### src/rtl/mips8_loader_pkg.sv
// Shared definitions for the MIPS8 program loader: register word offsets,
// CTRL/STATUS bit positions and the byte-serializer state encoding.
package mips8_loader_pkg;

    // Register word index, taken from wbs_adr_i[3:2]
    localparam logic [1:0] REG_CTRL   = 2'd0;
    localparam logic [1:0] REG_ADDR   = 2'd1;
    localparam logic [1:0] REG_DATA   = 2'd2;
    localparam logic [1:0] REG_STATUS = 2'd3;

    // CTRL bits
    localparam int CTRL_HOLD      = 0;
    localparam int CTRL_CLR_CSUM  = 1;
    localparam int CTRL_CLR_FLAGS = 2;

    // STATUS bits
    localparam int STAT_BUSY    = 0;
    localparam int STAT_OVF     = 1;
    localparam int STAT_WR_RUN  = 2;
    localparam int STAT_CSUM_LO = 8;

    typedef enum logic [2:0] {IDLE, B0, B1, B2, B3} ser_state_t;

    // Byte lane (LSB first) presented while in a given serializer state
    function automatic logic [1:0] lane_of(input ser_state_t s);
        case (s)
            B1:      return 2'd1;
            B2:      return 2'd2;
            B3:      return 2'd3;
            default: return 2'd0;
        endcase
    endfunction

endpackage

### src/rtl/mips8_byte_serializer.sv
// Splits a 32-bit word into four byte slots (LSB first), strobing only the
// selected lanes, and owns the byte-address counter that follows each emit.
module mips8_byte_serializer
    import mips8_loader_pkg::*;
#(
    parameter int AW = 8
) (
    input  logic          clk,
    input  logic          rst,
    input  logic          valid,
    output logic          ready,
    input  logic [31:0]   word,
    input  logic [3:0]    sel,
    input  logic          addr_load,
    input  logic [AW-1:0] addr_wdata,
    output logic [AW-1:0] addr,
    output logic          byte_we,
    output logic [7:0]    byte_data,
    output logic          wrap,
    output logic          done,
    output logic          busy
);

    ser_state_t  state;
    ser_state_t  state_next;
    logic [31:0] word_q;
    logic [3:0]  sel_q;
    logic [1:0]  lane;
    logic        active;

    // State register
    // NOTE: sequential state always uses non-blocking assignments so every
    // flop samples the pre-edge value of its neighbours.
    always_ff @(posedge clk) begin
        if (rst) state <= IDLE;
        else     state <= state_next;
    end

    // Word/select capture, address counter and end-of-load pulse
    always_ff @(posedge clk) begin
        if (rst) begin
            word_q <= '0;
            sel_q  <= '0;
            addr   <= '0;
            done   <= 1'b0;
        end else begin
            done <= (state == B3);
            if (valid && ready) begin
                word_q <= word;
                sel_q  <= sel;
            end
            // The top never loads the address while busy, so load and
            // increment cannot collide in practice.
            if (addr_load)    addr <= addr_wdata;
            else if (byte_we) addr <= addr + 1'b1;
        end
    end

    // Next-state: one slot per byte lane, then back to IDLE
    always_comb begin
        // NOTE: assigning a default before the case keeps this block purely
        // combinational; a missed branch would otherwise infer a latch.
        state_next = state;
        case (state)
            IDLE:    if (valid) state_next = B0;
            B0:      state_next = B1;
            B1:      state_next = B2;
            B2:      state_next = B3;
            B3:      state_next = IDLE;
            default: state_next = IDLE;
        endcase
    end

    // Outputs: byte strobe only for selected lanes, data zero when idle
    always_comb begin
        lane      = lane_of(state);
        active    = (state != IDLE);
        byte_we   = active && sel_q[lane];
        byte_data = active ? word_q[{lane, 3'b000} +: 8] : 8'h00;
    end

    assign wrap  = byte_we && (addr == '1);
    assign ready = (state == IDLE);
    assign busy  = ~ready;

endmodule

### src/rtl/mips8_wb_loader.sv
// Wishbone slave that loads program bytes into the MIPS8 core's instruction
// memory while holding the core in reset. Optional running byte checksum is
// built when MIPS8_LOADER_CSUM_EN is defined.
module mips8_wb_loader
    import mips8_loader_pkg::*;
#(
    parameter logic [31:0] BASE_ADDR = 32'h3000_0000,
    parameter int          AW        = 8
) (
    input  logic          wb_clk_i,
    input  logic          wb_rst_i,
    input  logic          wbs_stb_i,
    input  logic          wbs_cyc_i,
    input  logic          wbs_we_i,
    input  logic [3:0]    wbs_sel_i,
    input  logic [31:0]   wbs_dat_i,
    input  logic [31:0]   wbs_adr_i,
    output logic          wbs_ack_o,
    output logic [31:0]   wbs_dat_o,
    output logic          mem_we_o,
    output logic [AW-1:0] mem_addr_o,
    output logic [7:0]    mem_wdata_o,
    output logic          core_rst_o,
    output logic          load_irq_o
);

    logic          hit;
    logic [1:0]    reg_idx;
    logic          req;
    logic          stall;
    logic          accept;
    logic          ctrl_wr;
    logic          addr_wr;
    logic          data_wr;
    logic          rd_en;
    logic          load_valid;
    logic          wr_run_set;
    logic          clr_flags;
    logic          clr_csum;
    logic          hold;
    logic          ovf;
    logic          wr_run;
    logic          busy;
    logic          ready;
    logic          wrap;
    logic [AW-1:0] addr;
    logic [7:0]    csum;
    logic [31:0]   rdata;

    // Bus decode: 16-byte window, ADDR/DATA writes stall while a load runs
    assign hit        = (wbs_adr_i[31:4] == BASE_ADDR[31:4]);
    assign reg_idx    = wbs_adr_i[3:2];
    assign req        = wbs_cyc_i && wbs_stb_i && hit && !wbs_ack_o;
    assign stall      = busy && wbs_we_i && (reg_idx == REG_DATA || reg_idx == REG_ADDR);
    assign accept     = req && !stall;
    assign rd_en      = accept && !wbs_we_i;
    assign ctrl_wr    = accept && wbs_we_i && (reg_idx == REG_CTRL);
    assign addr_wr    = accept && wbs_we_i && (reg_idx == REG_ADDR);
    assign data_wr    = accept && wbs_we_i && (reg_idx == REG_DATA);
    assign load_valid = data_wr && hold;
    assign wr_run_set = data_wr && !hold;
    assign clr_flags  = ctrl_wr && wbs_dat_i[CTRL_CLR_FLAGS];
    assign clr_csum   = ctrl_wr && wbs_dat_i[CTRL_CLR_CSUM];

    mips8_byte_serializer #(.AW(AW)) u_serializer (
        .clk        (wb_clk_i),
        .rst        (wb_rst_i),
        .valid      (load_valid),
        .ready      (ready),
        .word       (wbs_dat_i),
        .sel        (wbs_sel_i),
        .addr_load  (addr_wr),
        .addr_wdata (wbs_dat_i[AW-1:0]),
        .addr       (addr),
        .byte_we    (mem_we_o),
        .byte_data  (mem_wdata_o),
        .wrap       (wrap),
        .done       (load_irq_o),
        .busy       (busy)
    );

    // Ack, read data, CTRL.hold and sticky flags (a same-cycle set beats clear)
    always_ff @(posedge wb_clk_i) begin
        if (wb_rst_i) begin
            wbs_ack_o <= 1'b0;
            wbs_dat_o <= '0;
            hold      <= 1'b1;
            ovf       <= 1'b0;
            wr_run    <= 1'b0;
        end else begin
            wbs_ack_o <= accept;
            wbs_dat_o <= rd_en ? rdata : '0;
            if (ctrl_wr) hold <= wbs_dat_i[CTRL_HOLD];
            ovf    <= wrap       || (ovf    && !clr_flags);
            wr_run <= wr_run_set || (wr_run && !clr_flags);
        end
    end

`ifdef MIPS8_LOADER_CSUM_EN
    // Running 8-bit checksum of emitted bytes; a clear keeps a same-cycle byte
    always_ff @(posedge wb_clk_i) begin
        if (wb_rst_i)      csum <= 8'h00;
        else if (clr_csum) csum <= mem_we_o ? mem_wdata_o : 8'h00;
        else if (mem_we_o) csum <= csum + mem_wdata_o;
    end
    logic unused_ok;
    assign unused_ok = &{1'b0, wbs_adr_i[1:0]};
`else
    assign csum = 8'h00;
    logic unused_ok;
    assign unused_ok = &{1'b0, wbs_adr_i[1:0], clr_csum};
`endif

    // Register read mux
    always_comb begin
        rdata = '0;
        case (reg_idx)
            REG_CTRL:   rdata[CTRL_HOLD] = hold;
            REG_ADDR:   rdata[AW-1:0]    = addr;
            REG_STATUS: begin
                rdata[STAT_BUSY]                 = busy;
                rdata[STAT_OVF]                  = ovf;
                rdata[STAT_WR_RUN]               = wr_run;
                rdata[STAT_CSUM_LO +: 8]         = csum;
            end
            default:    rdata = '0;
        endcase
    end

    // A pending hold release is deferred until the serializer is idle
    assign core_rst_o = hold || busy;
    assign mem_addr_o = addr;

endmodule

### config.mk
export PLATFORM = sky130hd
export DESIGN_NAME = mips8_wb_loader
export DESIGN_NICKNAME = d
export VERILOG_FILES = /design/src/rtl/mips8_loader_pkg.sv /design/src/rtl/mips8_byte_serializer.sv /design/src/rtl/mips8_wb_loader.sv
export SDC_FILE = /design/constraint.sdc
export NUM_CORES = 1
export LEC_CHECK = 0
export BUFFER_PORTS_ARGS = -buffer_cell sky130_fd_sc_hd__buf_2
export CORE_MARGIN = 4
export CORE_UTILIZATION = 48
export CTS_CLUSTER_SIZE = 12
export DETAILED_ROUTE_END_ITERATION = 7
export GPL_TIMING_DRIVEN = 0
export HOLD_SLACK_MARGIN = 0.12
export PLACE_DENSITY_LB_ADDON = 0.05
export SYNTH_ARGS = -nofsm -noshare
export SYNTH_HDL_FRONTEND = slang
export SYNTH_SLANG_ARGS = --single-unit
### constraint.sdc
create_clock -name wb_clk_i -period 2.7 [get_ports wb_clk_i]
set_input_delay 0.135 -clock wb_clk_i [delete_from_list [all_inputs] [get_ports wb_clk_i]]
set_output_delay 0.135 -clock wb_clk_i [all_outputs]
set_load 0.01 [all_outputs]
==> results.md <==
- Status: finished, final reports clean
- Post-cts resize count: 0
- Most frequent cells in the layout: buf_2, dfxtp_1, nor2_1
- Synth async-reset ratio: 0%
- Final hold violation count: 0
- Synth area leader: dfxtp_1
- Global-route wire length before repair: 12700 um
- H-tree depth: 3
- Post-Syn Area: 3040 sq um
- Post-route ant nets: 0
- Worst path arrival time: 2140 ps
- Gpl congestion: 0.863
- Hold Path Class: input pin to register
- P_sw: 0.426 mW
- Syn Area/Cell: 9.28 sq um
- Fill count: 505
- FP Rows: 28
- Register share of total power: 45.7%
- Root Driver: clkbuf_8
- Pin count of the biggest net entering global routing: 11
- Simple-Gate Fraction of Synth Area: 17.3%
- Inserted Clock Buffers: 9
- Maximum root-to-sink buffer count: 2
- Largest family of logic cells by synthesized area: simple AND/OR/NAND/NOR gates
- Starting Density: 50.5%
- Max-cap violations: 0
- Number of global-route vias before repair: 2810
- Top post-synthesis cells by area: dfxtp_1, mux2i_1, buf_4
- Core area: 6030 sq um
- Final #Nets: 573
- Post-synthesis xor/xnor area fraction: 2.01%
- Pins Over Slew Limit: 0
- Vias: 2882
- Synth Area in Adders: 2.47%
- Final wirelength: 7800 um
- I/O Pins: 125
- Max incr delay on CP: 650 ps
- Total GRT Usage: 20.9%
- Synthesized flop and latch total: 60
- Min Tclk post-route: 2270 ps
- Number of DRC markers in iteration 0: 80
- Place WS: 574 ps
- Final setup margin: 430 ps
- RSZ-0062 raised after global routing: false
- Leak: 1.87 nW
- Register area share after synthesis: 39.5%
- Fmax: 440 MHz
- Synth Flop Type: dfxtp_1
- Final period util: 84.1%
- CP required: 2570 ps
- Fin cells: 574
- Post-Place Cells: 522
- CP max FO: 9
- Max-slew headroom: 36.0%
- Global route total overflow: 0
- Setup CP Type: register to output pin
- Clk sinks: 60
- Post-synthesis compound-gate area fraction: 13.7%
- Hpwl dp: 5660 um
- Skew final: 7.45 ps
- Slowest CP cell: a32oi_1
- Top delay family on crit path: compound AO/OA/AOI/OAI gates
- CTS tree: yes
- Synth top area share: 39.5%
- Post-CTS Setup Inserts: 0
- Buffers on Ports: 96
- Post-synth EDFFs: 0
- Clock network fraction of total power: 45.5%
- Most common cell after layout, fill and taps aside: buf_2
- Via density: 5.02
- Setup violators final: 0
- Clock latency on the worst-skew pair: 340 ps
- Proportion of layout cells with a drive suffix above 1: 31.9%
- Critical path buffers and inverters: 3
- Synth warnings: 0
- N_diodes: 0
- Synthesized instance count: 328
- Die W: 87.6 um
- Antenna violations before repair: 0
- Actual slew at the worst max-slew pin: 952 ps
- Total negative slack: 0 ps
- Die Ht: 87.6 um
- Internal: 1.51 mW
- Drt drc: 0
- Pwr dens: 452 nW/um^2
- CP Launch Type: register
- Area Growth Syn to Fin: 40.8%
- Maximum VDD drop: 0.448 mV
- Netlist cell types: 42
- Combinational fraction of design power: 8.8%
- Cell Chain, Critical Path: clkbuf_1 > inv_1 > a32oi_1 > nand2_1 > buf_2
- Clock transition at path regs: 70 ps
- Switching share of power: 22.0%
- Die area: 7680 sq um
- Drt pass-1 iters: 4
- Mux contribution to synthesized area: 14.6%
- CP Capture Type: output pin
- WL per Instance: 13.6 um
[synthesized netlist by cell type (2+ instances only)]
cell type and instances:
nor3_1 4, ha_1 6, a41oi_1 2, a221oi_1 4, a22oi_1 2, nand3_1 5
mux2_2 2, nor4_1 9, buf_4 28, a21oi_1 23, xnor2_1 7, and3_1 7
buf_2 2, inv_1 4, nor2b_1 7, buf_6 3, dfxtp_1 60, nor2_1 52
nand4_1 4, clkbuf_1 10, o21ai_0 5, nand2_1 6, mux2i_1 42, o221ai_1 4
a211oi_2 7, a22o_1 6, buf_1 2
[flip-flops by register name, summed over array words and instances (netlist names)]
name / cells
hold: 1
wbs_dat_o: 8
u_serializer.done: 1
wbs_ack_o: 1
wr_run: 1
u_serializer.word_q: 32
u_serializer.state: 3
ovf: 1
u_serializer.addr: 8
u_serializer.sel_q: 4
[worst paths after layout]
| path | start | endpoint | slack, ps | depth (start not counted) |
|---|---|---|---|---|
| max | u_serializer.state[2]$_SDFFE_PP0P_ | mem_we_o | 430 | 5 |
| min | wbs_adr_i[3] | wbs_dat_o[0]$_SDFF_PP0_ | 130 | 3 |
| max reg2reg | u_serializer.state[2]$_SDFFE_PP0P_ | u_serializer.word_q[11]$_SDFFE_PP0P_ | 540 | 7 |
| min reg2reg | wr_run$_SDFF_PP0_ | wr_run$_SDFF_PP0_ | 490 | 1 |
[per-stage QoR]
step                      hold slack, ps  total power [mW]  instance area (sq um)  utilization [%]
after floorplan                      282             0.972                   3130                -
after global placement               368              1.03                   3700             61.5
after detailed placement             376              1.03                   3700             61.5
after CTS                            126              1.95                   4290             71.1
after global routing                 147              2.00                   4290             71.1
final                                128              1.94                   4290             71.1
[cell type report]
class                      count  area, sq um  area share (%)
multi-input combinational    242         1610            37.7
sequential                    60         1200            28.0
timing repair buffer         132          841            19.6
buffer                        45          299            6.98
clock buffer                  13          179            4.18
tap                           75         93.8            2.19
clock inverter                 3         42.5           0.993
inverter                       4         15.0           0.350
[worst min-delay path, delay by kind of cell]
| family | cells | cell delay, ps |
|---|---|---|
| adder cells (fa/ha/maj) | 1 | 140 |
| buffers and inverters | 1 | 110 |
| AND/OR/NAND/NOR | 1 | 40 |
[routing by layer]
| metal | up-vias | part of all wire [%] | GRT usage [%] |
|---|---|---|---|
| li1 | 1462 | - | - |
| met1 | 1324 | 41 | 23.8 |
| met2 | 81 | 51 | 37.9 |
| met3 | 15 | 6.0 | 4.80 |
| met4 | 0 | 1.7 | 7.53 |
| met5 | - | 0 | 0 |
[timing repair]
item,4_1_cts,5_1_grt
hold endpoints to repair,41,0
hold buffers,36,0
setup endpoints to repair,0,0
[cells by family after synthesis]
group | count (synthesis)
flops | 60
buf+inv | 49
mux | 44
other cells | 1
fa+ha+maj | 6
compound gates | 57
xor+xnor | 7
simple gates | 104
[power groups by stage]
stage                     combinational [mW]  sequential (mW)  clock [mW]
final                                  0.171            0.885       0.882
after global routing                   0.188            0.884       0.927
after CTS                              0.168            0.885       0.894
after detailed placement               0.128            0.905           0
after global placement                 0.127            0.905           0
after floorplan                       0.0673            0.905           0
(Power assumes the default switching activity.)
